===== src/rtl/line_card_xbar_ingress.sv =====
// Crossbar ingress negotiator: per frame it requests a crossbar path, waits for grant,
// streams the frame through and pulses release; bad destinations and grant timeouts are dropped.
module line_card_xbar_ingress #(
  parameter int  NUM_PORTS     = 50,
  parameter int  XBAR_PORT     = 0,
  parameter int  GRANT_TIMEOUT = 1024,
  parameter int  MAX_BEATS     = 1200,
  localparam int PORT_BITS     = $clog2(NUM_PORTS)
) (
  input  logic                 clk,
  input  logic                 rst,
  input  logic                 s_tvalid,
  output logic                 s_tready,
  input  logic [63:0]          s_tdata,
  input  logic [7:0]           s_tkeep,
  input  logic                 s_tlast,
  input  logic [PORT_BITS:0]   s_tdest,
  input  logic [11:0]          s_tuser,
  output logic                 req_valid,
  output logic [PORT_BITS-1:0] req_dest,
  output logic                 req_bcast,
  output logic [4:0]           req_src,
  input  logic                 grant,
  output logic                 xbar_release,
  output logic                 m_tvalid,
  input  logic                 m_tready,
  output logic [63:0]          m_tdata,
  output logic [7:0]           m_tkeep,
  output logic                 m_tlast,
  output logic [11:0]          m_tuser,
  output logic [31:0]          drop_count,
  output logic [31:0]          trunc_count
);

  localparam int TO_W   = $clog2(GRANT_TIMEOUT + 1);
  localparam int BEAT_W = $clog2(MAX_BEATS + 1);
  localparam logic [TO_W-1:0]   TO_LAST   = TO_W'(GRANT_TIMEOUT - 1);
  localparam logic [BEAT_W-1:0] BEAT_LAST = BEAT_W'(MAX_BEATS - 1);

  typedef enum logic [1:0] {IDLE, REQ, XFER, DROP} state_t;

  state_t               state_q, state_d;
  logic [PORT_BITS-1:0] dest_q;
  logic                 bcast_q;
  logic [11:0]          vlan_q;
  logic [TO_W-1:0]      to_cnt_q;
  logic [BEAT_W-1:0]    beat_cnt_q;
  logic                 release_q;
  logic [31:0]          drop_cnt_q;
  logic [31:0]          trunc_cnt_q;

  logic dest_bad;
  logic to_done;
  logic beat_last;
  logic beat_acc;

  function automatic logic [31:0] sat_inc(input logic [31:0] v);
    return (&v) ? v : v + 32'd1;
  endfunction

  // Broadcast frames ignore the port field; unicast ports beyond the switch are unroutable.
  assign dest_bad  = !s_tdest[PORT_BITS] && (32'(s_tdest[PORT_BITS-1:0]) >= 32'(NUM_PORTS));
  assign to_done   = (to_cnt_q == TO_LAST);
  assign beat_last = (beat_cnt_q == BEAT_LAST);
  assign beat_acc  = (state_q == XFER) && s_tvalid && m_tready;

  assign req_src      = 5'(XBAR_PORT);
  assign req_dest     = dest_q;
  assign req_bcast    = bcast_q;
  assign m_tuser      = vlan_q;
  assign xbar_release = release_q;
  assign drop_count   = drop_cnt_q;
  assign trunc_count  = trunc_cnt_q;

  // NOTE: every output and next-state is given a default before the case, so no
  // path through this block leaves a signal unassigned and no latch is inferred.
  always_comb begin
    state_d   = state_q;
    s_tready  = 1'b0;
    req_valid = 1'b0;
    m_tvalid  = 1'b0;
    m_tdata   = '0;
    m_tkeep   = '0;
    m_tlast   = 1'b0;
    case (state_q)
      IDLE: begin
        if (s_tvalid) state_d = dest_bad ? DROP : REQ;
      end
      REQ: begin
        req_valid = 1'b1;
        if (grant)        state_d = XFER;
        else if (to_done) state_d = DROP;
      end
      XFER: begin
        req_valid = 1'b1;
        m_tvalid  = s_tvalid;
        s_tready  = m_tready;
        m_tdata   = s_tdata;
        m_tkeep   = s_tkeep;
        m_tlast   = s_tlast || beat_last;
        if (beat_acc) begin
          if (s_tlast)        state_d = IDLE;
          else if (beat_last) state_d = DROP;
        end
      end
      DROP: begin
        s_tready = 1'b1;
        if (s_tvalid && s_tlast) state_d = IDLE;
      end
      default: state_d = IDLE;
    endcase
  end

  // NOTE: sequential state uses non-blocking assignments so every register samples
  // the pre-edge values of the others, independent of statement order.
  always_ff @(posedge clk) begin
    if (rst) begin
      state_q     <= IDLE;
      dest_q      <= '0;
      bcast_q     <= 1'b0;
      vlan_q      <= '0;
      to_cnt_q    <= '0;
      beat_cnt_q  <= '0;
      release_q   <= 1'b0;
      drop_cnt_q  <= '0;
      trunc_cnt_q <= '0;
    end else begin
      state_q   <= state_d;
      release_q <= 1'b0;
      case (state_q)
        IDLE: begin
          if (s_tvalid) begin
            dest_q   <= s_tdest[PORT_BITS-1:0];
            bcast_q  <= s_tdest[PORT_BITS];
            vlan_q   <= s_tuser;
            to_cnt_q <= '0;
            if (dest_bad) drop_cnt_q <= sat_inc(drop_cnt_q);
          end
        end
        REQ: begin
          if (grant)        beat_cnt_q <= '0;
          else if (to_done) drop_cnt_q <= sat_inc(drop_cnt_q);
          else              to_cnt_q   <= to_cnt_q + 1'b1;
        end
        XFER: begin
          if (beat_acc) begin
            beat_cnt_q <= beat_cnt_q + 1'b1;
            if (s_tlast) begin
              release_q <= 1'b1;
            end else if (beat_last) begin
              release_q   <= 1'b1;
              trunc_cnt_q <= sat_inc(trunc_cnt_q);
            end
          end
        end
        default: ;
      endcase
    end
  end

endmodule


===== config.mk =====
export PLATFORM = sky130hd
export DESIGN_NAME = line_card_xbar_ingress
export DESIGN_NICKNAME = d
export VERILOG_FILES = /design/src/rtl/line_card_xbar_ingress.sv
export SDC_FILE = /design/constraint.sdc
export NUM_CORES = 1
export LEC_CHECK = 0
export ABC_AREA = 1
export CORE_UTILIZATION = 25
export CTS_BUF_LIST = sky130_fd_sc_hd__clkbuf_4 sky130_fd_sc_hd__clkbuf_8
export CTS_CLUSTER_SIZE = 12
export DETAILED_ROUTE_END_ITERATION = 10
export GPL_TIMING_DRIVEN = 0
export PLACE_DENSITY = 0.47
export SLEW_MARGIN = 20
export SYNTH_ARGS = -nofsm -noshare
export SYNTH_HDL_FRONTEND = slang
export SYNTH_SLANG_ARGS = --single-unit

===== constraint.sdc =====
create_clock -name clk -period 2.6 [get_ports clk]
set_clock_uncertainty 0.15 [all_clocks]
set_input_delay 0.39 -clock clk [delete_from_list [all_inputs] [get_ports clk]]
set_output_delay 0.39 -clock clk [all_outputs]
set_load 0.01 [all_outputs]

==> reports/metrics.cfg <==
[cts]
cts_hold_buffers=0
cts_root_buffer=clkbuf_8
cts_buffer_depth=2
clock_sinks=108
clk_pin_slew_worst_paths_ns=0.11
cts_tree=yes
htree_levels=3
clock_latency_ns=0.40
cts_made_buffers=9

[pwr]
p_leak_nw=4.88
ir_drop_mv=0.265
intPower_mw=3.15
switchingPower_mw=1.90
sequentialPowerShare_pct=36.6
clkPwrFrac_pct=23.4
power_density_mw_per_mm2=475
netSwitchingFraction_pct=37.6
share_comb_of_total_power_pct=39.9

[timing]
hold_slack_ns=0.345
min_period_over_period_pct=96.1
final_max_slew_viol_count=0
maxSlewHeadroom_pct=52.4
max_freq_mhz=400
tightest_slew_ns=0.714
hold_viol=0
post-route-min-period_ns=2.50
setup-violations-final=0

[setup_path]
reg2reg_depth=9
path_cells=inv_1 > ha_1 > buf_6 > buf_6 > nand2_1 > inv_1 > clkdlybuf4s50_1
cp.required_ns=2.06
reg2reg_to=drop_count[16]$_SDFFE_PP0P_
crit_fanout=10
cp-start-kind=register
arrival_ns=1.96
critPathSlowestCell=clkdlybuf4s50_1
crit_buf_inv=5
end_kind=output port
crit_type=reg -> out
critPathTopFamily=buffers and inverters
crit_path_max_incr_delay_ns=0.54
ff2ff_setup_slack_ns=0.20
worst_r2r_startpoint=drop_count[0]$_SDFFE_PP0P_

[routing]
ant_nets=0
drt_iter0_markers=463
drc=0
vias=8101
drtPass1Iterations=5
routed_wl_um=25600
wl_per_cell_um=13.7
viasPerCell=4.33

[global_route]
top_usage_layer=met2
grt_pass1_vias=7631
track_usage_pct=17.5
grt_util_met3_pct=2.63
grtUsageMet2_pct=29.6
grt_max_degree=21
antenna_found_initial=0
grt_use_met1_pct=23.3
overflow=0
grt_first_pass_wirelength_um=40400

[floorplan]
die_w_um=172
dieArea_mm2=0.0296
io_pins=262
initial_core_util_pct=25.8
fp.dieH_um=172
placementRows=61
core_area_mm2=0.0281

[final_layout]
layout_commonest_cell=nand2_1
mostFrequentLayoutCells=nand2_1 (477), clkdlybuf4s50_1 (198), nor2_1 (178), inv_1 (137), dfxtp_1 (107)
stdcell_count=1872
final_nets=1594
final_area_mm2=0.0106
postLayoutCoreUtil_pct=37.8
n_antenna_cell=0
area_growth_pct=46.9
num-fill-cells=3146
drive_gt1_share_pct=6.69

[placed_design]
portBuffers=256
dp_cells=1855
gp_congestion=0.840
dp_hpwl_um=20100
place_area_mm2=0.0103

[hold_path]
hp-class=reg -> reg
hold_end=m_tuser[2]$_SDFFE_PP0P_
worstHoldStart=m_tuser[2]$_SDFFE_PP0P_
hold_depth=2

[job]
maxCapViolCount=0

[synth]
synth_edf_count=0
ys_types=39
yosysWarnings=0
avgSynthCellArea_um2=5.94
ys_async_sr_fraction_pct=0
synthFlopType=dfxtp_1
seq_area_frac_synth_pct=29.9
ys_ff_latch=108
syn-cell-area_mm2=0.00723
netlist_instances=1217

[run_status]
status=finished clean

==> power groups by stage <==
stage	sequential, mW	clock [mW]	combinational, mW
floorplan	1.91	0	0.963
global placement	1.88	0	2.03
detailed placement	1.88	0	2.02
CTS	1.85	1.23	2.06
global route	1.87	1.30	2.23
finish	1.85	1.18	2.02
==> area by class of cell <==
type	count	area, um2	area share (%)
Clock buffer	9	124	1.17
Multi-Input combinational cell	930	4320	40.6
Buffer	40	330	3.11
Timing Repair Buffer	257	2590	24.4
Tap cell	378	473	4.45
Sequential cell	108	2160	20.4
Clock inverter	7	88.8	0.836
Inverter	143	537	5.05
==> what timing repair did <==
action | CTS | global route
gates resized for setup | 59 | 33
setup buffers | 0 | 1
setup endpoints to repair | 74 | 44
cloned | 0 | 0
==> Yosys cell counts, drive strengths merged (11+ instances only) <==
cell | n | area [um2]
a21oi | 83 | 498
nand3 | 39 | 225
nand4 | 14 | 87.6
nor3 | 11 | 65.1
nor2 | 191 | 812
xor2 | 15 | 131
inv | 142 | 533
dfxtp | 108 | 2160
buf | 19 | 161
nand3b | 30 | 225
o21ai | 34 | 170
nand2 | 486 | 1860
clkbuf | 21 | 78.8
==> worst register-to-register path: stages (launching register included) <==
cell and delay [ns]:
dfxtp_1 0.53, ha_1 0.36, inv_2 0.09, nor2_4 0.16, nand2_4 0.09, nor2_4 0.16, nand3_4 0.15, clkbuf_1 0.32
nand3_1 0.18, a21oi_1 0.08
==> routing by layer <==
metal | part of all wire [%] | vias to the layer above | routed length [um]
li1 | - | 4300 | -
met1 | 47 | 3598 | 12100
met2 | 47 | 188 | 12100
met3 | 4.3 | 15 | 1110
met4 | 1.0 | 0 | 266
met5 | 0 | - | 0
==> cell families (layout without fill, tap and decap cells) <==
logic type                 count (synthesis)  in the layout  synth area share [%]
buffers and inverters                    183            456                  10.7
adders and majority gates                  8              8                  1.38
other                                      1              5                0.0518
DFF                                      108            108                  29.9
AOI/OAI and AO/OA                        122            122                  9.79
xor gates and xnor gates                  22             22                  2.66
and+or+nand+nor                          773            773                  45.5
==> through the flow <==
stage | setup TNS [ns] | total power [mW] | worst slack (ns)
2_1_floorplan | 0 | 2.88 | 0.604
3_3_place_gp | -11.29 | 3.91 | -0.438
3_5_place_dp | -10.71 | 3.91 | -0.427
4_1_cts | -0.00452 | 5.14 | -0.00382
5_1_grt | -0.0133 | 5.40 | -0.0133
6_report | 0 | 5.05 | 0.102
==> how the worst max path moves through the flow <==
stage	endpoint	cells past startpoint	startpoint	slack [ns]
floorplan	trunc_count[13]$_SDFFE_PP0P_	11	trunc_count[0]$_SDFFE_PP0P_	0.60
global placement	m_tdata[57]	8	state_q[0]$_SDFFE_PP0P_	-0.44
detailed placement	m_tdata[62]	8	state_q[0]$_SDFFE_PP0P_	-0.43
CTS	m_tdata[31]	7	state_q[0]$_SDFFE_PP0P_	-0.004
global route	m_tdata[13]	7	state_q[0]$_SDFFE_PP0P_	-0.01
finish	m_tdata[13]	7	state_q[0]$_SDFFE_PP0P_	0.10
==> sequential cells by signal, indices dropped and copies added (netlist names) <==
signal,flops
to_cnt_q,11
state_q,2
req_bcast,1
trunc_count,32
req_dest,6
beat_cnt_q,11
xbar_release,1
m_tuser,12
drop_count,32
Note: power is estimated with default switching activity, not from simulation.
